**src/rtl/sar_pkg.sv**
```systemverilog
// Shared types and helpers for the SAR controller family.
// Imported by the controller top and the calibration vote counter.
package sar_pkg;

    typedef enum logic [2:0] {
        S_INIT   = 3'd0,
        S_WAIT   = 3'd1,
        S_SAMPLE = 3'd2,
        S_CONV   = 3'd3,
        S_DONE   = 3'd4,
        S_CAL    = 3'd5
    } sar_state_e;

    // Vote counter spans 0..2*iter around a mid-point of iter.
    function automatic int cal_cnt_w(input int iter);
        return $clog2(2 * iter + 1);
    endfunction

    function automatic int cal_itt_w(input int iter);
        return $clog2(iter + 1);
    endfunction

    function automatic int trim_mid(input int bits);
        return 1 << (bits - 1);
    endfunction

endpackage

```
**src/rtl/sar_cal_vote.sv**
```systemverilog
// Up/down majority vote counter for one comparator trim bit.
// decide flags the cycle after CAL_ITER votes; above is the majority.
module sar_cal_vote
    import sar_pkg::*;
#(
    parameter int CAL_ITER = 7
) (
    input  logic clk,
    input  logic rst,
    input  logic clr,
    input  logic step,
    input  logic comp,
    output logic decide,
    output logic above
);

    localparam int CW = cal_cnt_w(CAL_ITER);
    localparam int IW = cal_itt_w(CAL_ITER);
    localparam logic [CW-1:0] CNT_MID = CW'(CAL_ITER);
    localparam logic [IW-1:0] ITT_END = IW'(CAL_ITER);

    logic [CW-1:0] cnt_q, cnt_d;
    logic [IW-1:0] itt_q, itt_d;

    assign decide = (itt_q == ITT_END);
    assign above  = (cnt_q > CNT_MID);

    always_comb begin
        cnt_d = cnt_q;
        itt_d = itt_q;
        if (clr || (step && decide)) begin
            cnt_d = CNT_MID;
            itt_d = '0;
        end else if (step) begin
            itt_d = itt_q + 1'b1;
            cnt_d = comp ? cnt_q - 1'b1 : cnt_q + 1'b1;
        end
    end

    always_ff @(posedge clk) begin
        if (rst) begin
            cnt_q <= CNT_MID;
            itt_q <= '0;
        end else begin
            cnt_q <= cnt_d;
            itt_q <= itt_d;
        end
    end

endmodule

```
**src/rtl/sar_logic_param.sv**
```systemverilog
// Parametrised SAR controller: binary search conversion, comparator
// offset calibration, held result with valid/ack and trim override.
module sar_logic_param
    import sar_pkg::*;
#(
    parameter int NBITS     = 8,
    parameter int TRIM_BITS = 5,
    parameter int CAL_ITER  = 7
) (
    input  logic                 clk,
    input  logic                 rst,
    input  logic                 en,
    input  logic                 cal,
    input  logic                 cont,
    input  logic                 comp,
    input  logic                 ack,
    input  logic                 trim_ld,
    input  logic [TRIM_BITS-1:0] trim_in,
    output logic                 valid,
    output logic [NBITS-1:0]     result,
    output logic                 sample,
    output logic [NBITS-1:0]     ctlp,
    output logic [NBITS-1:0]     ctln,
    output logic [TRIM_BITS-1:0] trim,
    output logic [TRIM_BITS-1:0] trimb,
    output logic                 clkc_en,
    output logic                 busy,
    output logic                 cal_done
);

    localparam logic [TRIM_BITS-1:0] TRIM_MID = TRIM_BITS'(trim_mid(TRIM_BITS));
    localparam logic [NBITS-1:0]     MASK_MSB = {1'b1, {(NBITS-1){1'b0}}};

    sar_state_e state_q, state_d;

    logic [NBITS-1:0]     mask_q, mask_d;
    logic [NBITS-1:0]     res_q, res_d;
    logic [NBITS-1:0]     result_q, result_d;
    logic [TRIM_BITS-1:0] trim_val_q, trim_val_d;
    logic [TRIM_BITS-1:0] trim_mask_q, trim_mask_d;
    logic                 valid_q, valid_d;
    logic                 clkc_en_q, clkc_en_d;
    logic                 calibrate_q, calibrate_d;
    logic                 cal_done_q, cal_done_d;

    logic start;
    logic vote_clr;
    logic vote_step;
    logic decide;
    logic above;

    assign start = (state_q == S_WAIT) && !trim_ld
                   && (en || (cont && !cal));
    assign vote_clr  = (state_q == S_SAMPLE) && calibrate_q;
    assign vote_step = (state_q == S_CAL);

    sar_cal_vote #(
        .CAL_ITER (CAL_ITER)
    ) u_vote (
        .clk    (clk),
        .rst    (rst),
        .clr    (vote_clr),
        .step   (vote_step),
        .comp   (comp),
        .decide (decide),
        .above  (above)
    );

    always_ff @(posedge clk) begin
        if (rst) state_q <= S_INIT;
        else     state_q <= state_d;
    end

    always_comb begin
        state_d = S_WAIT;
        case (state_q)
            S_INIT:   state_d = S_WAIT;
            S_WAIT:   state_d = start ? S_SAMPLE : S_WAIT;
            S_SAMPLE: state_d = calibrate_q ? S_CAL : S_CONV;
            S_CONV:   state_d = mask_q[0] ? S_DONE : S_CONV;
            S_CAL:    state_d = (decide && trim_mask_q[0]) ? S_DONE : S_CAL;
            S_DONE:   state_d = S_WAIT;
            default:  state_d = S_WAIT;
        endcase
    end

    always_comb begin
        sample = (state_q == S_SAMPLE) || (state_q == S_CAL);
        busy   = (state_q != S_WAIT);
    end

    assign ctlp     = res_q | mask_q;
    assign ctln     = ~(res_q | mask_q);
    assign trim     = trim_val_q | trim_mask_q;
    assign trimb    = ~trim;
    assign valid    = valid_q;
    assign result   = result_q;
    assign clkc_en  = clkc_en_q;
    assign cal_done = cal_done_q;

    always_comb begin
        mask_d      = mask_q;
        res_d       = res_q;
        result_d    = result_q;
        trim_val_d  = trim_val_q;
        trim_mask_d = trim_mask_q;
        valid_d     = valid_q & ~ack;
        clkc_en_d   = clkc_en_q;
        calibrate_d = calibrate_q;
        cal_done_d  = 1'b0;
        case (state_q)
            S_INIT: trim_val_d = TRIM_MID;
            S_WAIT: begin
                if (trim_ld) begin
                    trim_val_d = trim_in;
                end else if (start) begin
                    res_d       = '0;
                    calibrate_d = cal;
                    mask_d      = MASK_MSB;
                    clkc_en_d   = 1'b1;
                end
            end
            S_SAMPLE: begin
                if (calibrate_q) begin
                    trim_val_d  = '0;
                    trim_mask_d = TRIM_MID;
                end
            end
            S_CONV: begin
                if (comp) res_d = res_q | mask_q;
                mask_d = mask_q >> 1;
                if (mask_q[0]) begin
                    clkc_en_d = 1'b0;
                    result_d  = res_d;
                end
            end
            S_CAL: begin
                if (decide) begin
                    if (above) trim_val_d = trim_val_q | trim_mask_q;
                    trim_mask_d = trim_mask_q >> 1;
                    if (trim_mask_q[0]) begin
                        clkc_en_d   = 1'b0;
                        calibrate_d = 1'b0;
                        cal_done_d  = 1'b1;
                    end
                end
            end
            // A new result beats a same-cycle ack; calibration leaves valid alone.
            S_DONE: if (!cal_done_q) valid_d = 1'b1;
            default: ;
        endcase
    end

    always_ff @(posedge clk) begin
        if (rst) begin
            mask_q      <= '0;
            res_q       <= '0;
            result_q    <= '0;
            trim_val_q  <= '0;
            trim_mask_q <= '0;
            valid_q     <= 1'b0;
            clkc_en_q   <= 1'b0;
            calibrate_q <= 1'b0;
            cal_done_q  <= 1'b0;
        end else begin
            mask_q      <= mask_d;
            res_q       <= res_d;
            result_q    <= result_d;
            trim_val_q  <= trim_val_d;
            trim_mask_q <= trim_mask_d;
            valid_q     <= valid_d;
            clkc_en_q   <= clkc_en_d;
            calibrate_q <= calibrate_d;
            cal_done_q  <= cal_done_d;
        end
    end

endmodule

```
**config.mk**
```make
export PLATFORM = sky130hd
export DESIGN_NAME = sar_logic_param
export DESIGN_NICKNAME = d
export VERILOG_FILES = /design/src/rtl/sar_pkg.sv /design/src/rtl/sar_cal_vote.sv /design/src/rtl/sar_logic_param.sv
export SDC_FILE = /design/constraint.sdc
export NUM_CORES = 1
export LEC_CHECK = 0
export ABC_AREA = 1
export BUFFER_PORTS_ARGS = -buffer_cell sky130_fd_sc_hd__buf_2
export CAP_MARGIN = 20
export CELL_PAD_IN_SITES_DETAIL_PLACEMENT = 1
export CELL_PAD_IN_SITES_GLOBAL_PLACEMENT = 1
export CORE_AREA = 2 2 84 86
export CTS_BUF_LIST = sky130_fd_sc_hd__clkbuf_8
export DETAILED_ROUTE_END_ITERATION = 8
export DIE_AREA = 0 0 86 88
export PLACE_DENSITY = 0.83
export SKIP_CTS_REPAIR_TIMING = 1
export SLEW_MARGIN = 40
export SYNTH_ARGS = -nofsm -noshare
export SYNTH_HDL_FRONTEND = slang
export SYNTH_HIERARCHICAL = 1
export SYNTH_SLANG_ARGS = --single-unit
```
**constraint.sdc**
```tcl
create_clock -name clk -period 1.34 [get_ports clk]
set_input_delay 0.201 -clock clk [delete_from_list [all_inputs] [get_ports clk]]
set_output_delay 0.201 -clock clk [all_outputs]
set_load 0.01 [all_outputs]
```
* Word-level counts from Yosys, hierarchy flattened
Cells that the tools add are included.
** Storage, ports and cells
- Flip-flop bits (word level) :: 48
** Operators by class
- Multiplexer cells :: 33
- Eq/ne operators :: 15
- Add/subtract/negate cells :: 3
- Order comparisons :: 1
- Reduce and logical (&&, ||, !) cells :: 25
- Bitwise logic cells :: 8
** Operator list (number)
- 8-bit 2-to-1 mux :: 5
- 8-bit case mux with 2 select lines :: 2
- 5-bit 2-to-1 mux :: 6
- 5-bit case mux with 4 select lines :: 1
- 2-bit != test (second input constant) :: 8
- 3-bit case mux with 4 select lines :: 1
- 1-bit 2-to-1 mux :: 11
- 5-bit case mux with 2 select lines :: 1
- 5-bit AND reduction :: 2
- 3-bit == test (second input constant) :: 3
- 8-bit NOT :: 1
- 8-bit bitwise OR :: 1
- 3-bit by 2-bit == test with 1-bit output (second input constant) :: 2
- 1-bit logical AND :: 6
- 3-bit 2-to-1 mux :: 2
- 3-bit AND reduction :: 2
- 6-bit AND reduction :: 1
- 2-bit nonzero test :: 3
- 5-bit NOT :: 1
- 5-bit bitwise OR :: 1
- 4-bit by 1-bit adder with 4-bit output (second input constant) :: 1
- 4-bit by 3-bit greater-than comparator with 1-bit output (second input constant) :: 1
- 4-bit 2-to-1 mux :: 1
- 4-bit nonzero test :: 1
- 16 further kinds :: 21

* Depth between registers and ports, before layout
Gate-level depths: netlist of the first run.
- Word-level depth :: 7
- Mapped depth :: 11

* Modules after synthesis
Netlist of the first run, hierarchy kept.
** Modules (own cells, without submodules)
- sar_logic_param :: cells an instance 263, times used 1, area an instance 1916.8 um^2
- sar_cal_vote :: cells an instance 55, times used 1, area an instance 425.4 um^2

* Worst setup path after synthesis of the first run
Ideal clock, no wire load.
- Kind :: register -> register
- From :: register u_vote.itt_q[0]
- To :: register clkc_en_q (netlist: clkc_en)
- Arrival time :: 1.346 ns
- Setup slack :: -0.070 ns
- Buffers on the path :: 0
- Clock period less this slack :: 1.410 ns
- Cell stages (with the launch flop) :: 11
- Data required time :: 1.276 ns
- Cells stage by stage :: dfxtp_1 > ha_1 > ha_1 > nand2_1 > inv_1 > nor2_1 > nor2_1 > nand2_1 > nor2_2 > nor2_1 > nor2_1
** On the way
- Cells in the longest elaborated chain, start to end :: 3
** RTL lines
- from (decl) :: RTL line sar_cal_vote.sv:23 : logic [IW-1:0] itt_q, itt_d;
- from (signal assigned) :: RTL line sar_cal_vote.sv:46 : itt_q <= itt_d;
- 3-bit == test :: RTL line sar_cal_vote.sv:25 : assign decide = (itt_q == ITT_END);
- via decide :: RTL line sar_logic_param.sv:49 : logic decide;
- 2-bit != test (no line)
- 6-bit AND reduction (no line)
- to (signal assigned) :: RTL line sar_logic_param.sv:172 : clkc_en_q <= clkc_en_d;
- to (decl) :: RTL line sar_logic_param.sv:42 : logic clkc_en_q, clkc_en_d;
The timed path passes the listed nets, and every way through them passes these cells.
A chain may end at the register's enable or synchronous reset.

* Worst setup path in the final report of the first run
- From :: register state_q[1]
- To :: output port sample
** On the way
- Cells in the longest elaborated chain, start to end :: 2
- Elaborated cells on any way between the ends :: 3
** RTL lines
- from (decl) :: RTL line sar_logic_param.sv:34 : sar_state_e state_q, state_d;
- from (signal assigned) :: RTL line sar_logic_param.sv:71 : else state_q <= state_d;
- 3-bit by 2-bit == test with 1-bit output or 3-bit == test (tied branches) :: RTL line sar_logic_param.sv:88 : sample = (state_q == S_SAMPLE) || (state_q == S_CAL);
- 1-bit logical OR * :: RTL line sar_logic_param.sv:88
- to (decl) :: RTL line sar_logic_param.sv:21 : output logic sample,
Every way passes the cells marked *; elsewhere a longest branch is shown, timed or not.

==> summary.txt, run 1 <==
Cells and area
  – Commonest non-fill, non-tap cell in the layout: nand2_1
  – Final instance area: between 0.003 and 0.004 mm2
  – Area Overhead vs Synth: 36.65%
  – Antenna Cells: 0
  – Finished Core Util: 0.4817
  – Share of layout cells above drive strength 1: 0.4121
  – Layout Nets: 415
  – Fill cells: ~840
  – Commonest cells after routing, fill and taps aside: nand2_1 (68), buf_2 (49), dfxtp_1 (43)

Global routing
  – Largest net degree at the start of global routing: 16
  – GRT overflow: 0
  – Initial antenna violation count: 0
  – First-pass GRT wire length: 10,090 um
  – Vias in the first global route: 2,263
  – GRT Total Usage: 0.1682

Worst setup path
  – CP bufs+invs: 3
  – Critical path's largest stage delay: about 0.38 ns
  – CP Cell Sequence: clkinv_4, nor2_4, nand2_2, buf_4, nand2_4, buf_6
  – WS Path Type: flip-flop to primary output
  – Delay-heaviest family, CP: flip-flops
  – CP endpoint kind: primary output
  – Worst-path maximum fanout: 5
  – Critical path's slowest cell: dfxtp_2
  – Crit start category: flip-flop
  – Critical path data required time: 1.14 ns
  – Arrival time of the worst setup path: 1.23 ns

Drt
  – Drt wl/cell: 14.61 um
  – Via density: 4.872
  – First drt pass iteration count: 4
  – WL final: approximately 7000 um
  – Routed Antenna Nets: 0
  – Vias: 2,329
  – Drt initial violations: 37
  – DRC violations left: 0

Timing
  – Final hold vios: 0
  – Fin crit share: 1.071
  – RSZ-0062 raised after global routing: true
  – Clock skew: 0.008301 ns
  – Worst rel slew slack: 0.6899
  – Worst-margin pin slew: approximately 0.46 ns
  – Max frequency: around 700 MHz
  – Fin. max-slew vios: 0
  – Post-layout min period: 1.435 ns
  – Final setup viols: 25
  – Final worst setup slack: -0.09461 ns

Placed design
  – Placed inst area: 0.002815 mm2
  – Final HPWL DP: 4890 um
  – Post-placement setup slack: -0.1620 ns
  – IO Port Bufs: 51
  – GPL Wtd Cong: 0.7726

Logic synthesis
  – Yosys cell types: 36
  – Cell area after synthesis: 0.002342 mm2
  – Avg Cell Area, Syn: 7.366 um2
  – Yosys reg bits: 48
  – Largest area contributor in the netlist: dfxtp_1
  – Syn Nets: between 300 and 400
  – Ys Warns: 6
  – Area contributors post-synth: dfxtp_1 (41%), nand2_1 (13%), nor2_1 (6.9%), inv_1 (6.1%), a21oi_1 (4.9%)
  – Top-area cell type share of the netlist area: 0.4103
  – Register area share after synthesis: 0.4103
  – Synth Instances: 318

Floorplan
  – Row count: 30
  – Core area: 0.006644 mm2
  – DIE AREA: 0.007568 mm2
  – Die X-Extent: 86 um
  – Die height: 88 um
  – Initial cell density of the core: 0.3525
  – Total I/O pin count: 52

Power
  – Peak VDD IR: 0.0005648 V
  – Design Power: around 3.0 mW
  – Leak: 1.586 nW
  – P_sw: between 0.8 and 0.9 mW
  – Clk network pwr share: 0.311
  – Sw Ratio: 0.2937
  – P_int: 2.095 mW
  – Sequential Power Share: 0.505
  – Combinational power share: 0.184
  – Pwr dens: 926.8 mW/mm2

CTS
  – CTS H-tree lvls: 2
  – Sink Count: 48
  – Cts bufs inserted: 5
  – Clock root buffer: clkbuf_8
  – CTS clock-pin slew for the worst setup and hold paths: 0.09 ns
  – Clock Latency Late Sink: about 0.3 ns
  – Clk buf depth: 2
  – TritonCTS clock tree: built

Worst hold path
  – Hold crit path type: input port to flip-flop

Flow run
  – Max_cap viols: 0

Status
  – Status: finished with violations
  – Failing checks: negative setup slack
-- worst paths after layout --
path                           startpoint                         end  slack [ns]  cells after the start
max reg2reg  u_vote/itt_q[1]$_SDFFE_PP0P_  trim_val_q[3]$_SDFFE_PP0P_       -0.07                      9
max                 state_q[1]$_SDFF_PP0_                      sample       -0.09                      6
min reg2reg              valid$_SDFF_PP0_            valid$_SDFF_PP0_        0.47                      2
min                                   ack            valid$_SDFF_PP0_        0.15                      4
-- flip-flops by register name (all words and copies together), names as in the netlist --
register / count
mask_q: 8
state_q: 3
trim_mask_q: 5
res_q: 8
u_vote/cnt_q: 4
u_vote/itt_q: 3
trim_val_q: 5
calibrate_q: 1
cal_done: 1
result: 8
clkc_en: 1
valid: 1
-- cell usage after synthesis --
master,count
nand2_1,79
dfxtp_1,48
nor2_1,43
inv_1,38
a21oi_1,23
nand3_1,9
nand2_2,8
a31oi_1,7
o21ai_0,7
a21oi_2,5
inv_2,5
nand3_4,5
a22oi_1,4
clkbuf_1,4
ha_1,4
inv_4,3
o21ai_1,3
buf_6,2
nand2_4,2
nor2_2,2
nor3_1,2
buf_2,1
buf_4,1
buf_8,1
fa_1,1
nand4_1,1
nor2_4,1
nor2_8,1
o211ai_1,1
o21ai_2,1
o21bai_1,1
o22ai_1,1
or2_0,1
or2_1,1
xnor2_1,1
xor2_1,1
-- stage by stage --
step | hold WS, ns | std cells | TNS (ns)
after floorplan | 0.3482 | 318 | 0
after detailed placement | 0.4587 | 461 | -2.852
after global routing | 0.1686 | 478 | -3.451
after CTS | 0.1460 | 469 | -4.025
after global placement | 0.4533 | 461 | -0.7879
final | 0.1457 | 478 | -0.9525
-- per-layer routing --
layer | vias up | track usage | wire [um]
met5 | - | 0 | 0
met4 | 0 | 0.03030 | 89
met3 | 8 | 0.03016 | 231
met2 | 44 | 0.3347 | 3810
met1 | 1119 | 0.1863 | 2851
li1 | 1158 | - | -
-- final cells by class --
class / count / area, um2 / area share
clock buffer: 6 / 82.58 / 0.02580
clock inverter: 2 / 15.01 / 0.004691
inverter: 46 / 195.2 / 0.06099
multi-input combinational: 215 / 1299 / 0.4058
sequential: 48 / 969.7 / 0.3030
tap: 80 / 100.1 / 0.03127
timing repair buffer: 81 / 539.3 / 0.1685
-- cell families after synthesis --
group / after synthesis / share of synthesized area
simple gates: 155 / 0.3141
buf+inv: 55 / 0.1047
compound gates: 53 / 0.1335
flops: 48 / 0.4103
fa+ha+maj: 5 / 0.02992
xor+xnor: 2 / 0.007480
-- worst reg2reg max path: cells and delay by family (launching register included) --
family | cells | cell delay [ns]
DFF | 1 | 0.36
and+or+nand+nor | 6 | 0.54
adders and majority gates | 2 | 0.30
AOI/OAI and AO/OA | 1 | 0.10
-- power by group through the flow --
stage	combinational (mW)	clock (mW)	sequential, mW
floorplan	0.321	0	1.51
global route	0.607	1.01	1.50
detailed placement	0.487	0	1.53
global placement	0.462	0	1.52
finish	0.545	0.922	1.50
CTS	0.489	0.940	1.49
No activity file was read; power rests on OpenSTA's default activity.
==> run 2, diff against run 1 <==
--- a/config.mk
+++ b/config.mk
@@ -6,15 +6,17 @@
 export NUM_CORES = 1
 export LEC_CHECK = 0
 export ABC_AREA = 1
-export BUFFER_PORTS_ARGS = -buffer_cell sky130_fd_sc_hd__buf_2
+export BUFFER_PORTS_ARGS = -buffer_cell sky130_fd_sc_hd__buf_4
 export CAP_MARGIN = 20
 export CELL_PAD_IN_SITES_DETAIL_PLACEMENT = 1
 export CELL_PAD_IN_SITES_GLOBAL_PLACEMENT = 1
 export CORE_AREA = 2 2 84 86
 export CTS_BUF_LIST = sky130_fd_sc_hd__clkbuf_8
+export CTS_CLUSTER_DIAMETER = 80
 export DETAILED_ROUTE_END_ITERATION = 8
 export DIE_AREA = 0 0 86 88
 export PLACE_DENSITY = 0.83
+export RECOVER_POWER = 100
 export SKIP_CTS_REPAIR_TIMING = 1
 export SLEW_MARGIN = 40
 export SYNTH_ARGS = -nofsm -noshare
==> summary.txt, run 2 (synthesis results as in run 1) <==
Worst setup path
  – R2R cell count: 11
  – WS Path Type: flip-flop to primary output
  – Arrival time of the worst setup path: about 1.3 ns
  – CP bufs+invs: 3
  – CP endpoint kind: primary output
  – Worst-path maximum fanout: 5
  – Critical path data required time: 1.14 ns
  – Critical path's slowest cell: dfxtp_2
  – Levels on crit path: 6
  – Critical path's largest stage delay: between 0.3 and 0.4 ns
  – CP dominant cell by count: buf_6
  – Delay-heaviest family, CP: flip-flops
  – Crit start category: flip-flop
  – CP Cell Sequence: inv_4, nor2_4, nand2_2, buf_6, nand2_4, buf_6

Cells and area
  – Final std cells w/o fill: 476
  – Area Overhead vs Synth: 40.49%
  – Share of layout cells above drive strength 1: 0.4091
  – Multi-input gate area: 0.001306 mm2
  – Reg area: slightly below 0.001 mm2
  – Commonest non-fill, non-tap cell in the layout: buf_4
  – Layout Nets: 413
  – Commonest cells after routing, fill and taps aside: buf_4 (73), nand2_1 (62), dfxtp_1 (43)
  – Fill cells: 817
  – Antenna Cells: 0

Floorplan
  – Die height: 88 um
  – Core area: roughly 0.0066 mm2
  – Die X-Extent: 86 um
  – Initial cell density of the core: 0.3525
  – Total I/O pin count: 52
  – Row count: 30
  – DIE AREA: 0.007568 mm2

Global routing
  – GRT Total Usage: 0.1702
  – Initial antenna violation count: 0
  – Largest net degree at the start of global routing: 16
  – GRT overflow: 0
  – Vias in the first global route: around 2,300
  – First-pass GRT wire length: between 10,000 and 15,000 um

Timing
  – Final setup viols: 16
  – Fin crit share: 1.081
  – Worst-margin pin slew: roughly 0.34 ns
  – Final worst setup slack: -0.1086 ns
  – Hold WS: about 0.11 ns
  – Max frequency: 690.3 MHz
  – Clock skew: 0.009244 ns
  – RSZ-0062 raised after global routing: true
  – Final hold vios: 0
  – Worst rel slew slack: 0.7709
  – Post-layout min period: 1.449 ns
  – Fin. max-slew vios: 0

Power
  – Design Power: 3.233 mW
  – Peak VDD IR: 0.0006031 V
  – Leak: 1.586 nW
  – Sw Ratio: 0.2808
  – Sequential Power Share: 0.463
  – P_int: about 2.3 mW
  – Clk network pwr share: 0.354
  – Pwr dens: roughly 980 mW/mm2
  – Combinational power share: 0.183
  – P_sw: 0.9079 mW

CTS
  – TritonCTS clock tree: built
  – CTS clock-pin slew for the worst setup and hold paths: 0.10 ns
  – CTS H-tree lvls: 2
  – Clk buf depth: 2
  – Clock root buffer: clkbuf_8
  – Cts bufs inserted: 5
  – Clock Latency Late Sink: 0.31 ns
  – Sink Count: between 40 and 50

Placed design
  – Final HPWL DP: 4987 um
  – DP Cell Count: 462
  – GPL Wtd Cong: between 0.7 and 0.8
  – IO Port Bufs: 51

Worst hold path
  – Hold crit path type: input port to flip-flop
  – Depth of the worst hold-timing path: 2

Drt
  – First drt pass iteration count: 6
  – DRC violations left: 0
  – Drt initial violations: 61
  – Vias: 2,309
  – Drt wl/cell: 14.93 um
  – WL final: 7109 um
  – Routed Antenna Nets: 0
  – Via density: slightly below 5

Status
  – Status: finished with violations
  – Failing checks: negative setup slack

Flow run
  – Max_cap viols: 0
## run 2: worst reg2reg max path: cells and delay by family, from the launching register on
kind            cells  cell delay [ns]
compound gates      1             0.06
flops               1             0.38
buf+inv             4             0.39
simple gates        6             0.50
## run 2: path summary, 6_finish.rpt
check	from	slack [ns]	to
worst max register to register	state_q[1]$_SDFF_PP0_	-0.09	trim_mask_q[1]$_SDFFE_PP0P_
worst min register to register	valid$_SDFF_PP0_	0.48	valid$_SDFF_PP0_
worst max-delay path	state_q[1]$_SDFF_PP0_	-0.11	sample
worst min-delay path	rst	0.11	state_q[2]$_SDFF_PP0_
## run 2: stage by stage
step | TNS (ns) | cell area, um2 | utilization | setup WS (ns)
global route | -2.050 | 3291 | 0.4953 | -0.1468
global placement | -0.2576 | 2938 | 0.4422 | -0.04098
floorplan | 0 | 2355 | - | 0.01415
detailed placement | -1.947 | 2938 | 0.4422 | -0.1537
CTS | -3.055 | 3059 | 0.4605 | -0.2979
finish | -0.7250 | 3291 | 0.4953 | -0.1086
## run 2: area by class of cell
cell class                      count  area share
Inverter                           46     0.05665
Clock buffer                        6     0.02510
Tap cell                           80     0.03042
Sequential cell                    48      0.2954
Timing Repair Buffer               78      0.1837
Multi-Input combinational cell    216      0.3970
Clock inverter                      2     0.01179
## run 2: power by group through the flow
stage,clock [mW],sequential [mW],combinational [mW]
5_1_grt,1.20,1.50,0.647
4_1_cts,1.15,1.49,0.532
2_1_floorplan,0,1.51,0.321
6_report,1.14,1.50,0.593
3_3_place_gp,0,1.53,0.511
3_5_place_dp,0,1.53,0.529
## run 2: metal layers
layer  vias up  track usage  part of all wire
li1       1153            -                 -
met1      1111       0.1909              0.42
met2        38       0.3214              0.54
met3         7      0.03299             0.033
met4         0      0.05628            0.0098
met5         -            0                 0
==> run 3, diff against run 2 <==
--- a/config.mk
+++ b/config.mk
@@ -11,7 +11,7 @@
 export CELL_PAD_IN_SITES_DETAIL_PLACEMENT = 1
 export CELL_PAD_IN_SITES_GLOBAL_PLACEMENT = 1
 export CORE_AREA = 2 2 84 86
-export CTS_BUF_LIST = sky130_fd_sc_hd__clkbuf_8
+export CTS_BUF_LIST = sky130_fd_sc_hd__clkbuf_4
 export CTS_CLUSTER_DIAMETER = 80
 export DETAILED_ROUTE_END_ITERATION = 8
 export DIE_AREA = 0 0 86 88
==> summary.txt, run 3 (synthesis results as in run 1) <==
Power
  – Peak VDD IR: about 0.00051 V
  – Leak: 1.645 nW
  – P_int: around 2.1 mW
  – Sequential Power Share: 0.499
  – P_sw: 0.8807 mW
  – Sw Ratio: 0.2932
  – Design Power: 3.004 mW
  – Combinational power share: 0.205
  – Clk network pwr share: 0.297
  – Pwr dens: 894.9 mW/mm2

CTS
  – Clock root buffer: clkbuf_4
  – Sink Count: 48
  – Clock Latency Late Sink: ~0.38 ns
  – CTS clock-pin slew for the worst setup and hold paths: 0.15 ns
  – Cts bufs inserted: 5
  – CTS H-tree lvls: 2
  – Clk buf depth: 2
  – TritonCTS clock tree: built

Floorplan
  – Row count: 30
  – DIE AREA: 0.007568 mm2
  – Die X-Extent: 86 um
  – Core area: approximately 0.0066 mm2
  – Die height: 88 um
  – Total I/O pin count: 52
  – Initial cell density of the core: 0.3525

Cells and area
  – Antenna Cells: 0
  – Share of layout cells above drive strength 1: 0.4289
  – Final std cells w/o fill: 481
  – Commonest cells after routing, fill and taps aside: buf_4 (73), nand2_1 (70), dfxtp_1 (37)
  – Area Overhead vs Synth: 43.32%
  – Commonest non-fill, non-tap cell in the layout: buf_4
  – Finished Core Util: 0.5053
  – Layout Nets: 418

Status
  – Status: finished with violations
  – Failing checks: negative setup slack

Timing
  – RSZ-0062 raised after global routing: true
  – Post-layout min period: 1.508 ns
  – Final hold vios: 0
  – Fin. max-slew vios: 0
  – Post-route setup TNS: -1.433 ns
  – Worst-margin pin slew: 0.3400 ns
  – Max frequency: approximately 660 MHz
  – Final setup viols: 18
  – Clock skew: between 0.015 and 0.02 ns
  – Worst rel slew slack: 0.7728
  – Fin crit share: 1.125
  – Final worst setup slack: -0.1682 ns

Worst setup path
  – Critical path data required time: 1.14 ns
  – Worst Setup SP: state_q[1]$_SDFF_PP0_
  – Worst-path maximum fanout: 5
  – Arrival time of the worst setup path: around 1.3 ns
  – Worst r2r src: state_q[1]$_SDFF_PP0_
  – CP endpoint kind: primary output
  – R2R cell count: 8
  – Crit start category: flip-flop
  – WS Path Type: flip-flop to primary output

Global routing
  – GRT overflow: 0
  – Largest net degree at the start of global routing: 16
  – First-pass GRT wire length: 10,220 um
  – Vias in the first global route: about 2,300
  – GRT Total Usage: 0.1700
  – Initial antenna violation count: 0

Drt
  – WL final: 7410 um
  – Routed Antenna Nets: 0
  – First drt pass iteration count: 4
  – Via density: 4.904
  – Vias: 2,359
  – DRC violations left: 0
  – Drt initial violations: 60
  – Drt wl/cell: roughly 15 um

Worst hold path
  – Depth of the worst hold-timing path: 2
  – Hold crit path type: input port to flip-flop
  – Hold Startpoint: rst

Placed design
  – Final HPWL DP: 4987 um
  – DP Cell Count: 462
  – IO Port Bufs: 51
  – GPL Wtd Cong: 0.7672

Flow run
  – Max_cap viols: 0
[run 3: worst paths after layout]
kind | slack (ns) | end
setup / recovery | -0.17 | sample
hold / removal | 0.04 | state_q[1]$_SDFF_PP0_
setup reg to reg | -0.15 | trim_mask_q[1]$_SDFFE_PP0P_
hold reg to reg | 0.48 | valid$_SDFF_PP0_
[run 3: through the flow]
step	worst slack (ns)	cell area, um2	hold slack, ns
finish	-0.1682	3357	0.03641
global route	-0.2192	3357	0.02384
CTS	-0.3783	3018	0.03540
detailed placement	-0.1537	2938	0.4546
global placement	-0.04098	2938	0.4549
floorplan	0.01415	2355	0.3482
[run 3: routing by layer]
layer,up-vias,share of wire,track usage
li1,1169,-,-
met1,1119,0.38,0.1892
met2,51,0.56,0.3221
met3,20,0.039,0.03110
met4,0,0.021,0.06061
met5,-,0,0
[run 3: layout make-up]
cell class                      instances  area, um2
Clock buffer                            5      37.54
Sequential cell                        48      982.2
Multi-Input combinational cell        215       1310
Timing Repair Buffer                   84      689.4
Tap cell                               80      100.1
Inverter                               46      195.2
Fill cell                             829       3287
Clock inverter                          3      42.54
[run 3: power by group through the flow]
stage                     logic [mW]  registers [mW]  clock network [mW]
final                          0.615            1.50               0.891
after global routing           0.670            1.50               0.951
after CTS                      0.530            1.50               0.899
after detailed placement       0.529            1.53                   0
after global placement         0.511            1.53                   0
after floorplan                0.321            1.51                   0
[run 3: worst max-delay path, cell delays in order, from the launching register on]
cell     delay, ns
dfxtp_2       0.37
inv_4         0.10
buf_12        0.11
nand3_4       0.13
nand2_4       0.12
buf_6         0.10
